### config.mk
export PLATFORM = sky130hd
export DESIGN_NAME = pipe_sequencer
export DESIGN_NICKNAME = d
export VERILOG_FILES = /design/src/rtl/pipe_pkg.sv /design/src/rtl/pipe_sequencer_hazard_unit.sv /design/src/rtl/pipe_sequencer.sv
export SDC_FILE = /design/constraint.sdc
export NUM_CORES = 1
export LEC_CHECK = 0
export BUFFER_PORTS_ARGS = -buffer_cell sky130_fd_sc_hd__buf_2
export CAP_MARGIN = 0
export CELL_PAD_IN_SITES_DETAIL_PLACEMENT = 1
export CELL_PAD_IN_SITES_GLOBAL_PLACEMENT = 1
export CORE_UTILIZATION = 44
export CTS_CLUSTER_DIAMETER = 60
export DETAILED_ROUTE_END_ITERATION = 6
export HOLD_SLACK_MARGIN = 0.02
export PLACE_DENSITY_LB_ADDON = 0.1
export SLEW_MARGIN = 20
export SYNTH_ARGS = -nofsm -noshare
export SYNTH_HDL_FRONTEND = slang
export SYNTH_SLANG_ARGS = --single-unit
### constraint.sdc
create_clock -name clk -period 6.73 [get_ports clk]
set_input_delay 1.346 -clock clk [delete_from_list [all_inputs] [get_ports clk]]
set_output_delay 1.346 -clock clk [all_outputs]
set_load 0.05 [all_outputs]
### src/rtl/pipe_pkg.sv
// Shared opcode classes, instruction-field helpers and FSM states for the
// four-stage pipeline sequencer.
package pipe_pkg;

  localparam logic [3:0] OP_NOP  = 4'h0;
  localparam logic [3:0] OP_HALT = 4'hF;

  typedef enum logic [1:0] {
    S_WAIT,
    S_READY,
    S_HALT
  } state_t;

  function automatic logic [3:0] op_of(input logic [15:0] instr);
    return instr[15:12];
  endfunction

  // Ops 2 and 6..14 carry an immediate in [7:4] instead of rb
  function automatic logic imm_b_op(input logic [3:0] op);
    return (op == 4'h2) || ((op >= 4'h6) && (op <= 4'hE));
  endfunction

  function automatic logic writes_reg(input logic [15:0] instr);
    return (op_of(instr) != OP_NOP) && (op_of(instr) != OP_HALT);
  endfunction

  function automatic logic reads_ra(input logic [15:0] instr);
    return (op_of(instr) != OP_NOP) && (op_of(instr) != OP_HALT);
  endfunction

  function automatic logic reads_rb(input logic [15:0] instr);
    return reads_ra(instr) && !imm_b_op(op_of(instr));
  endfunction

  function automatic logic is_halt(input logic [15:0] instr);
    return op_of(instr) == OP_HALT;
  endfunction

endpackage

### src/rtl/pipe_sequencer_hazard_unit.sv
// Read-after-write hazard detection: the decode-stage instruction reads a
// register still pending a write from execute or writeback. No forwarding.
module hazard_unit
  import pipe_pkg::*;
(
  input  logic [15:0] ird,
  input  logic [15:0] ire,
  input  logic [15:0] irw,
  output logic        haz
);

  logic [3:0] ra;
  logic [3:0] rb;
  logic       ra_hit;
  logic       rb_hit;

  // Compare decode source fields against pending destinations
  always_comb begin
    ra     = ird[3:0];
    rb     = ird[7:4];
    ra_hit = (writes_reg(ire) && (ire[11:8] == ra)) ||
             (writes_reg(irw) && (irw[11:8] == ra));
    rb_hit = (writes_reg(ire) && (ire[11:8] == rb)) ||
             (writes_reg(irw) && (irw[11:8] == rb));
    haz    = (reads_ra(ird) && ra_hit) || (reads_rb(ird) && rb_hit);
  end

endmodule

### src/rtl/pipe_sequencer.sv
// Sequencing controller for the 16-bit four-stage DE2 CPU: program counter,
// stage instruction registers, hazard stalls, HALT drain and run/step control.
module pipe_sequencer
  import pipe_pkg::*;
#(
  parameter int PC_W = 10,
  parameter int IW   = 16
) (
  input  logic            clk,
  input  logic            rst_n,
  input  logic            run,
  input  logic            tick,
  input  logic            step,
  input  logic [IW-1:0]   instr_in,
  output logic [PC_W-1:0] mem_addr,
  output logic [IW-1:0]   irf,
  output logic [IW-1:0]   ird,
  output logic [IW-1:0]   ire,
  output logic [IW-1:0]   irw,
  output logic            adv,
  output logic            op_latch,
  output logic            wb_we,
  output logic            stall,
  output logic            halted,
  output logic [15:0]     cycle_cnt,
  output logic [15:0]     stall_cnt
);

  state_t          state_q;
  state_t          state_d;
  logic            wait_q;
  logic            step_q;
  logic            fetch_stop;
  logic [PC_W-1:0] pc;
  logic            req;
  logic            do_adv;
  logic            haz;

  hazard_unit u_hazard (
    .ird (ird),
    .ire (ire),
    .irw (irw),
    .haz (haz)
  );

  assign mem_addr = pc;

  // State register, two-cycle memory-latency counter and step edge history
  always_ff @(posedge clk or negedge rst_n) begin
    if (!rst_n) begin
      state_q <= S_WAIT;
      wait_q  <= 1'b0;
      step_q  <= 1'b0;
    end else begin
      state_q <= state_d;
      wait_q  <= (state_q == S_WAIT) && !wait_q;
      step_q  <= step;
    end
  end

  // Next-state: only S_READY accepts requests; the rest are dropped
  always_comb begin
    req     = (run & tick) | (step & ~step_q);
    do_adv  = (state_q == S_READY) && req;
    state_d = state_q;
    unique case (state_q)
      S_WAIT:  if (wait_q) state_d = S_READY;
      S_READY: begin
        if (do_adv) begin
          // Stalled and fetch-stopped advances leave pc unchanged, so the
          // memory output is still valid and no latency wait is needed.
          if (is_halt(ire))            state_d = S_HALT;
          else if (haz || fetch_stop)  state_d = S_READY;
          else                         state_d = S_WAIT;
        end
      end
      S_HALT:  state_d = S_HALT;
      default: state_d = S_WAIT;
    endcase
  end

  // Datapath strobes, valid in the cycle before the updating edge
  always_comb begin
    adv      = do_adv;
    stall    = do_adv & haz;
    op_latch = do_adv & ~haz;
    wb_we    = do_adv & writes_reg(irw);
    halted   = (state_q == S_HALT);
  end

  // Pipeline registers, program counter, fetch-stop flag and counters
  always_ff @(posedge clk or negedge rst_n) begin
    if (!rst_n) begin
      pc         <= '0;
      irf        <= '0;
      ird        <= '0;
      ire        <= '0;
      irw        <= '0;
      fetch_stop <= 1'b0;
      cycle_cnt  <= '0;
      stall_cnt  <= '0;
    end else if (do_adv) begin
      irw       <= ire;
      cycle_cnt <= cycle_cnt + 16'd1;
      if (haz) begin
        ire       <= '0;
        stall_cnt <= stall_cnt + 16'd1;
      end else begin
        ire <= ird;
        if (fetch_stop) begin
          ird <= '0;
        end else begin
          ird <= irf;
          irf <= instr_in;
          pc  <= pc + PC_W'(1);
          if (is_halt(irf)) fetch_stop <= 1'b1;
        end
      end
    end
  end

endmodule

==> qor.csv, run 1 <==
stage;metric;value;unit
clock_network;hold_buffers;0;
logic_synthesis;ys_types;40;
logic_synthesis;syn_avg_cell_area;11.3;sq um
cells_and_area;final_cell_mix;buf_2, dfrtp_1, nand2_1;
floorplanning;chipHeight;108;um
power_and_ir_drop;power;3.23;mW
sta;setup_ws;2.41;ns
clock_network;clk_latency;0.36;ns
outcome;status;finished clean;
sta;finalCriticalPeriod;4.32;ns
logic_synthesis;ys.warnings.count;0;
global_route;grt.total_usage;0.216;
drt;wl;11600;um
cells_and_area;layout-drive-gt1-share;0.309;
global_route;grt_antenna_before_repair;0;
drt;postRouteAntennaNets;0;
sta;final-setup-viol-count;0;
critical_path;critPathMaxFanout;52;
logic_synthesis;synthCells;433;
critical_path;reg2reg_setup_slack;3.92;ns
global_route;grt_pass1_wl;19300;um
cells_and_area;final_util;0.542;
global_route;overflow;0;
power_and_ir_drop;power_leakage;3.12;nW
logic_synthesis;seq_area_frac_synth;0.567;
placed_design;io_buffers;131;
floorplanning;pin_count;132;
global_route;gr-usage-met1;0.292;
job;cap_violations;0;
floorplanning;dieArea;0.0116;sq mm
critical_path;rr_worst_depth;7;
critical_path;r2r_start;irw[13];
clock_network;clockBufferDepth;2;
sta;finalHoldViolations;0;
sta;worst_pin_slew;0.888;ns
sta;grt_setup_unrepaired;false;
logic_synthesis;syn_nets;457;
critical_path;crit_arrival;2.98;ns
sta;slew-limit-headroom;0.408;
sta;fin_crit_sh;0.642;
hold_path;hp-start;wait_q;
floorplanning;row_count;38;
critical_path;cp-start-kind;input pin;
global_route;first_global_vias;3749;
placed_design;dp.final_hpwl;8260;um
cells_and_area;final_common_cell;buf_2;
cells_and_area;area_growth;19.8;%
logic_synthesis;synth_area_leaders;dfrtp_1, xor2_1, nand2_1, xnor2_1, a22o_1;
drt;avgViaCountPerCell;5.15;
hold_path;whs_path_depth;1;
critical_path;r2r_end;irf[5];
critical_path;worstSetupPathType;input pin to primary output;
power_and_ir_drop;irDropWorstVdd;0.000303;V
global_route;grt_busiest_layer;met2;
logic_synthesis;synth_top_cell_area_share;0.567;
logic_synthesis;synth_top_cell_by_area;dfrtp_1;
drt;post_drt_wl_per_cell;16.6;um
hold_path;hold_end;wait_q;
logic_synthesis;synth-edff-count;0;
logic_synthesis;syn_area;0.00490;sq mm
sta;hold-worst-slack;0.455;ns
clock_network;cts.sink_count;111;
clock_network;ctsResizeCount;0;
floorplanning;core_area;0.0108;sq mm
global_route;gr-usage-met3;0.0381;
logic_synthesis;async_reset_ff_frac;1.00;
clock_network;clockRootBuffer;clkbuf_8;
sta;drv_slew;0;
power_and_ir_drop;p_per_area;550;mW/mm^2
placed_design;placed_area;0.00566;sq mm
sta;fin_tns_setup;0;ns
drt;drc_errors;0;
clock_network;cts_tree;done;
global_route;grt_use_met2;0.350;
clock_network;cts.reportedPaths.clkPinSlew;0.09;ns
placed_design;dp_worst_setup_slack;2.40;ns
clock_network;htreeDepth;3;
logic_synthesis;ys.flop_type;dfrtp_1;
drt;firstDrtPassIters;4;
sta;clock.fmax;231;MHz
hold_path;worstHoldPathType;register to register;
clock_network;cts-buffers-inserted;9;
placed_design;dp_cells;688;
drt;drt_iter0_markers;166;
floorplanning;die_w;108;um
cells_and_area;diodes;0;
placed_design;gp_congestion;0.810;
clock_network;cts_setup_buffers;0;
logic_synthesis;synth-seq-cells;111;
critical_path;cp-end-kind;primary output;
floorplanning;initial_utilization;0.452;
global_route;grt_max_degree;72;
cells_and_area;fin_cells;703;
sta;finClkSkew;0.00700;ns
cells_and_area;n_fill_cell;1238;
cells_and_area;fin_area;0.00587;sq mm
drt;vias;3622;
cells_and_area;layout.nets;583;
critical_path;worst_ep_required_time;5.38;ns
-- registers in the layout, indices dropped and copies added, names as in the netlist --
name,count
cycle_cnt,16
fetch_stop,1
ird,16
ire,16
irf,16
irw,16
mem_addr,10
stall_cnt,16
state_q,2
step_q,1
wait_q,1
-- critical path: stages --
cell and delay, ns:
buf_2 0.09, nand2b_1 0.05, nand2_1 0.09, nand2b_2 0.06
buf_4 0.25, inv_1 0.11, and3_2 0.16, buf_4 0.41
buf_2 0.36
-- metal layers --
layer	vias up	routed length (um)
li1	1729	-
met1	1793	5440
met2	94	5550
met3	6	561
met4	0	82
met5	-	0
-- where the power goes --
group,total [mW],switching (mW),internal (mW)
Sequential,1.15,0.268,0.885
Clock,0.436,0.219,0.217
Combinational,1.64,1.19,0.454
-- logic make-up (layout without fill, tap and decap cells) --
kind of cell             count (synthesis)  in the layout  synth area share
AND/OR/NAND/NOR                        166            166             0.182
flip-flops                             111            111             0.567
XOR/XNOR                                55             55            0.0983
AO/OA/AOI/OAI                           42             42            0.0608
buffers and inverters                   38            168            0.0357
multiplexers                            18             18            0.0483
adder cells (fa/ha/maj)                  3              3           0.00766
-- how the worst max path moves through the flow --
stage / startpoint / end / slack, ns / depth (start not counted)
2_1_floorplan: step / wb_we / 2.32 / 6
3_3_place_gp: step / op_latch / 2.44 / 9
3_5_place_dp: step / op_latch / 2.40 / 9
4_1_cts: step / op_latch / 2.41 / 9
5_1_grt: step / op_latch / 2.25 / 9
6_report: step / op_latch / 2.41 / 9
-- cell usage after synthesis, drive strengths merged, types with 5 or more instances --
| library cell | count |
|---|---|
| nand2b | 7 |
| o21ai | 16 |
| nor2 | 8 |
| xnor2 | 24 |
| dfrtp | 111 |
| clkbuf | 15 |
| and4 | 7 |
| nand2 | 68 |
| and3 | 17 |
| a22o | 16 |
| buf | 5 |
| xor2 | 31 |
| nor3 | 5 |
| inv | 18 |
| nand4 | 7 |
| nand3b | 17 |
| nor4 | 11 |
| nand3 | 14 |
| mux2 | 18 |
-- final cells by class --
cell class	instances	area, sq um	share of cell area
Inverter	18	67.6	0.0115
Clock buffer	11	141	0.0241
Multi-Input combinational cell	284	1950	0.332
Timing Repair Buffer	135	688	0.117
Sequential cell	111	2780	0.473
Tap cell	140	175	0.0298
Clock inverter	4	70.1	0.0119
Note: power is estimated with default switching activity, not from simulation.
==> inputs of run 2 (changes only) <==
- CORE_UTILIZATION: 44 -> 41
- clock period: 6.73 -> 4.18 ns (I/O delays scaled with it)
==> run 2 against run 1 <==
Worst hold slack lost 0.0092 ns. Global-route usage shrank 1.0 points. Highest routed layer unchanged. Critical endpoint is now stall. Worst setup slack lost 1.4 ns. Flip-flop and latch count is the same. The run now ends with design-rule violations left. Utilization shrank 2.7 points. Clock power grew 79%. Sequential share of layout area shrank 0.47 points.
==> qor.csv, run 2 (synthesis results as in run 1) <==
stage;metric;value;unit
outcome;status;complete, but fails checks;
outcome;violations;design-rule violations;
floorplanning;initial_utilization;0.425;
global_route;overflow;0;
cells_and_area;final_common_cell;buf_2;
clock_network;cts.reportedPaths.clkPinSlew;0.07;ns
sta;fin_tns_setup;0;ns
clock_network;hold_buffers;0;
cells_and_area;diodes;0;
power_and_ir_drop;power_frac_comb;0.501;
drt;firstDrtPassIters;7;
power_and_ir_drop;p_clk_frac;0.147;
placed_design;dp.final_hpwl;8520;um
drt;wl;11900;um
clock_network;cts.sink_count;111;
sta;finClkSkew;0.00476;ns
sta;finalHoldViolations;0;
floorplanning;core_area;0.0115;sq mm
global_route;grt.total_usage;0.205;
sta;worst_pin_slew;0.861;ns
cells_and_area;layout-drive-gt1-share;0.305;
cells_and_area;area_growth;21.0;%
clock_network;ctsResizeCount;0;
hold_path;worstHoldPathType;register to register;
sta;fin_crit_sh;0.752;
sta;slew-limit-headroom;0.426;
global_route;grt_max_degree;69;
cells_and_area;fin_area;0.00593;sq mm
placed_design;gp_congestion;0.803;
power_and_ir_drop;switching_share;0.514;
critical_path;reg2reg_setup_slack;1.52;ns
drt;post_drt_wl_per_cell;16.9;um
power_and_ir_drop;irDropWorstVdd;0.000493;V
drt;drt_iter0_markers;183;
power_and_ir_drop;internal-power;2.58;mW
sta;drv_slew;0;
sta;finalCriticalPeriod;3.14;ns
drt;vias;3636;
critical_path;critPathMaxFanout;5;
power_and_ir_drop;seq_power_share;0.352;
clock_network;cts_setup_buffers;0;
floorplanning;dieArea;0.0124;sq mm
critical_path;cp-end-kind;primary output;
global_route;first_global_vias;3757;
placed_design;io_buffers;131;
drt;drc_errors;18;
placed_design;placed_area;0.00567;sq mm
sta;clock.fmax;318;MHz
critical_path;crit_arrival;2.31;ns
global_route;grt_antenna_before_repair;0;
drt;avgViaCountPerCell;5.14;
critical_path;worstSetupPathType;register to primary output;
critical_path;cp-start-kind;register;
sta;final-setup-viol-count;0;
critical_path;worst_ep_required_time;3.34;ns
clock_network;clk_latency;0.35;ns
clock_network;cts_tree;done;
power_and_ir_drop;p_per_area;894;mW/mm^2
drt;postRouteAntennaNets;0;
global_route;grt_pass1_wl;19900;um
power_and_ir_drop;switchingPower;2.72;mW
floorplanning;chipHeight;111;um
cells_and_area;final_cell_mix;buf_2, dfrtp_1, nand2_1;
floorplanning;row_count;39;
clock_network;cts-buffers-inserted;9;
clock_network;clockBufferDepth;2;
sta;grt_setup_unrepaired;false;
job;cap_violations;0;
power_and_ir_drop;power_leakage;3.14;nW
cells_and_area;n_fill_cell;1299;
clock_network;htreeDepth;3;
floorplanning;pin_count;132;
floorplanning;die_w;111;um
clock_network;clockRootBuffer;clkbuf_16;
cells_and_area;layout.nets;584;
## run 2: cell types whose count changed in the layout (fill, tap and decap cells not counted), sizes merged
cell / previous run / this run
buf: 135 / 136
clkbuf: 11 / 14
bufinv: 2 / 0
clkinv: 2 / 1
## run 2: per-layer routing
layer  GRT usage  wire length, um  vias to the layer above
li1            -                -                     1730
met1       0.282             5630                     1802
met2       0.328             5620                       89
met3      0.0328              465                       15
met4      0.0784              202                        0
met5           0                0                        -
## run 2: final timing paths
path | from | end | cells after the start
max | ire[13] | stall | 5
min | wait_q | wait_q | 1
max reg2reg | irw[13] | mem_addr[8] | 6
min reg2reg | wait_q | wait_q | 1
max in group asynchronous | rst_n | ird[3] | 2
min in group asynchronous | rst_n | stall_cnt[14] | 1
## run 2: power groups by stage
stage          Sequential, mW  Clock [mW]  Combinational, mW
6_report                 1.86       0.781               2.65
5_1_grt                  1.93       0.851               2.82
4_1_cts                  1.87       0.808               2.69
3_5_place_dp             1.89           0               2.67
3_3_place_gp             1.86           0               2.62
2_1_floorplan            2.92           0              0.954
## run 2: layout make-up
type / instances / area [sq um] / area share
Clock buffer: 14 / 254 / 0.0428
Clock inverter: 1 / 5.00 / 0.000844
Inverter: 18 / 67.6 / 0.0114
Multi-Input combinational cell: 284 / 1950 / 0.329
Tap cell: 143 / 179 / 0.0302
Timing Repair Buffer: 136 / 696 / 0.117
Sequential cell: 111 / 2780 / 0.468
## run 2: worst max-delay path: stages (launching register included)
cell and delay, ns:
dfrtp_1 0.46, and4_1 0.27, a2111oi_0 0.40, a32oi_1 0.19
a21oi_1 0.31, buf_2 0.33
## run 2: stage by stage
stage	hold slack [ns]	util	std cells	total power, mW	setup WS, ns
final	0.446	0.515	707	5.30	1.04
after global routing	0.463	0.515	707	5.60	0.928
after CTS	0.451	0.515	707	5.36	1.01
after detailed placement	0.435	0.492	692	4.56	1.21
after global placement	0.420	0.492	692	4.48	1.27
after floorplan	0.403	-	433	3.87	0.791
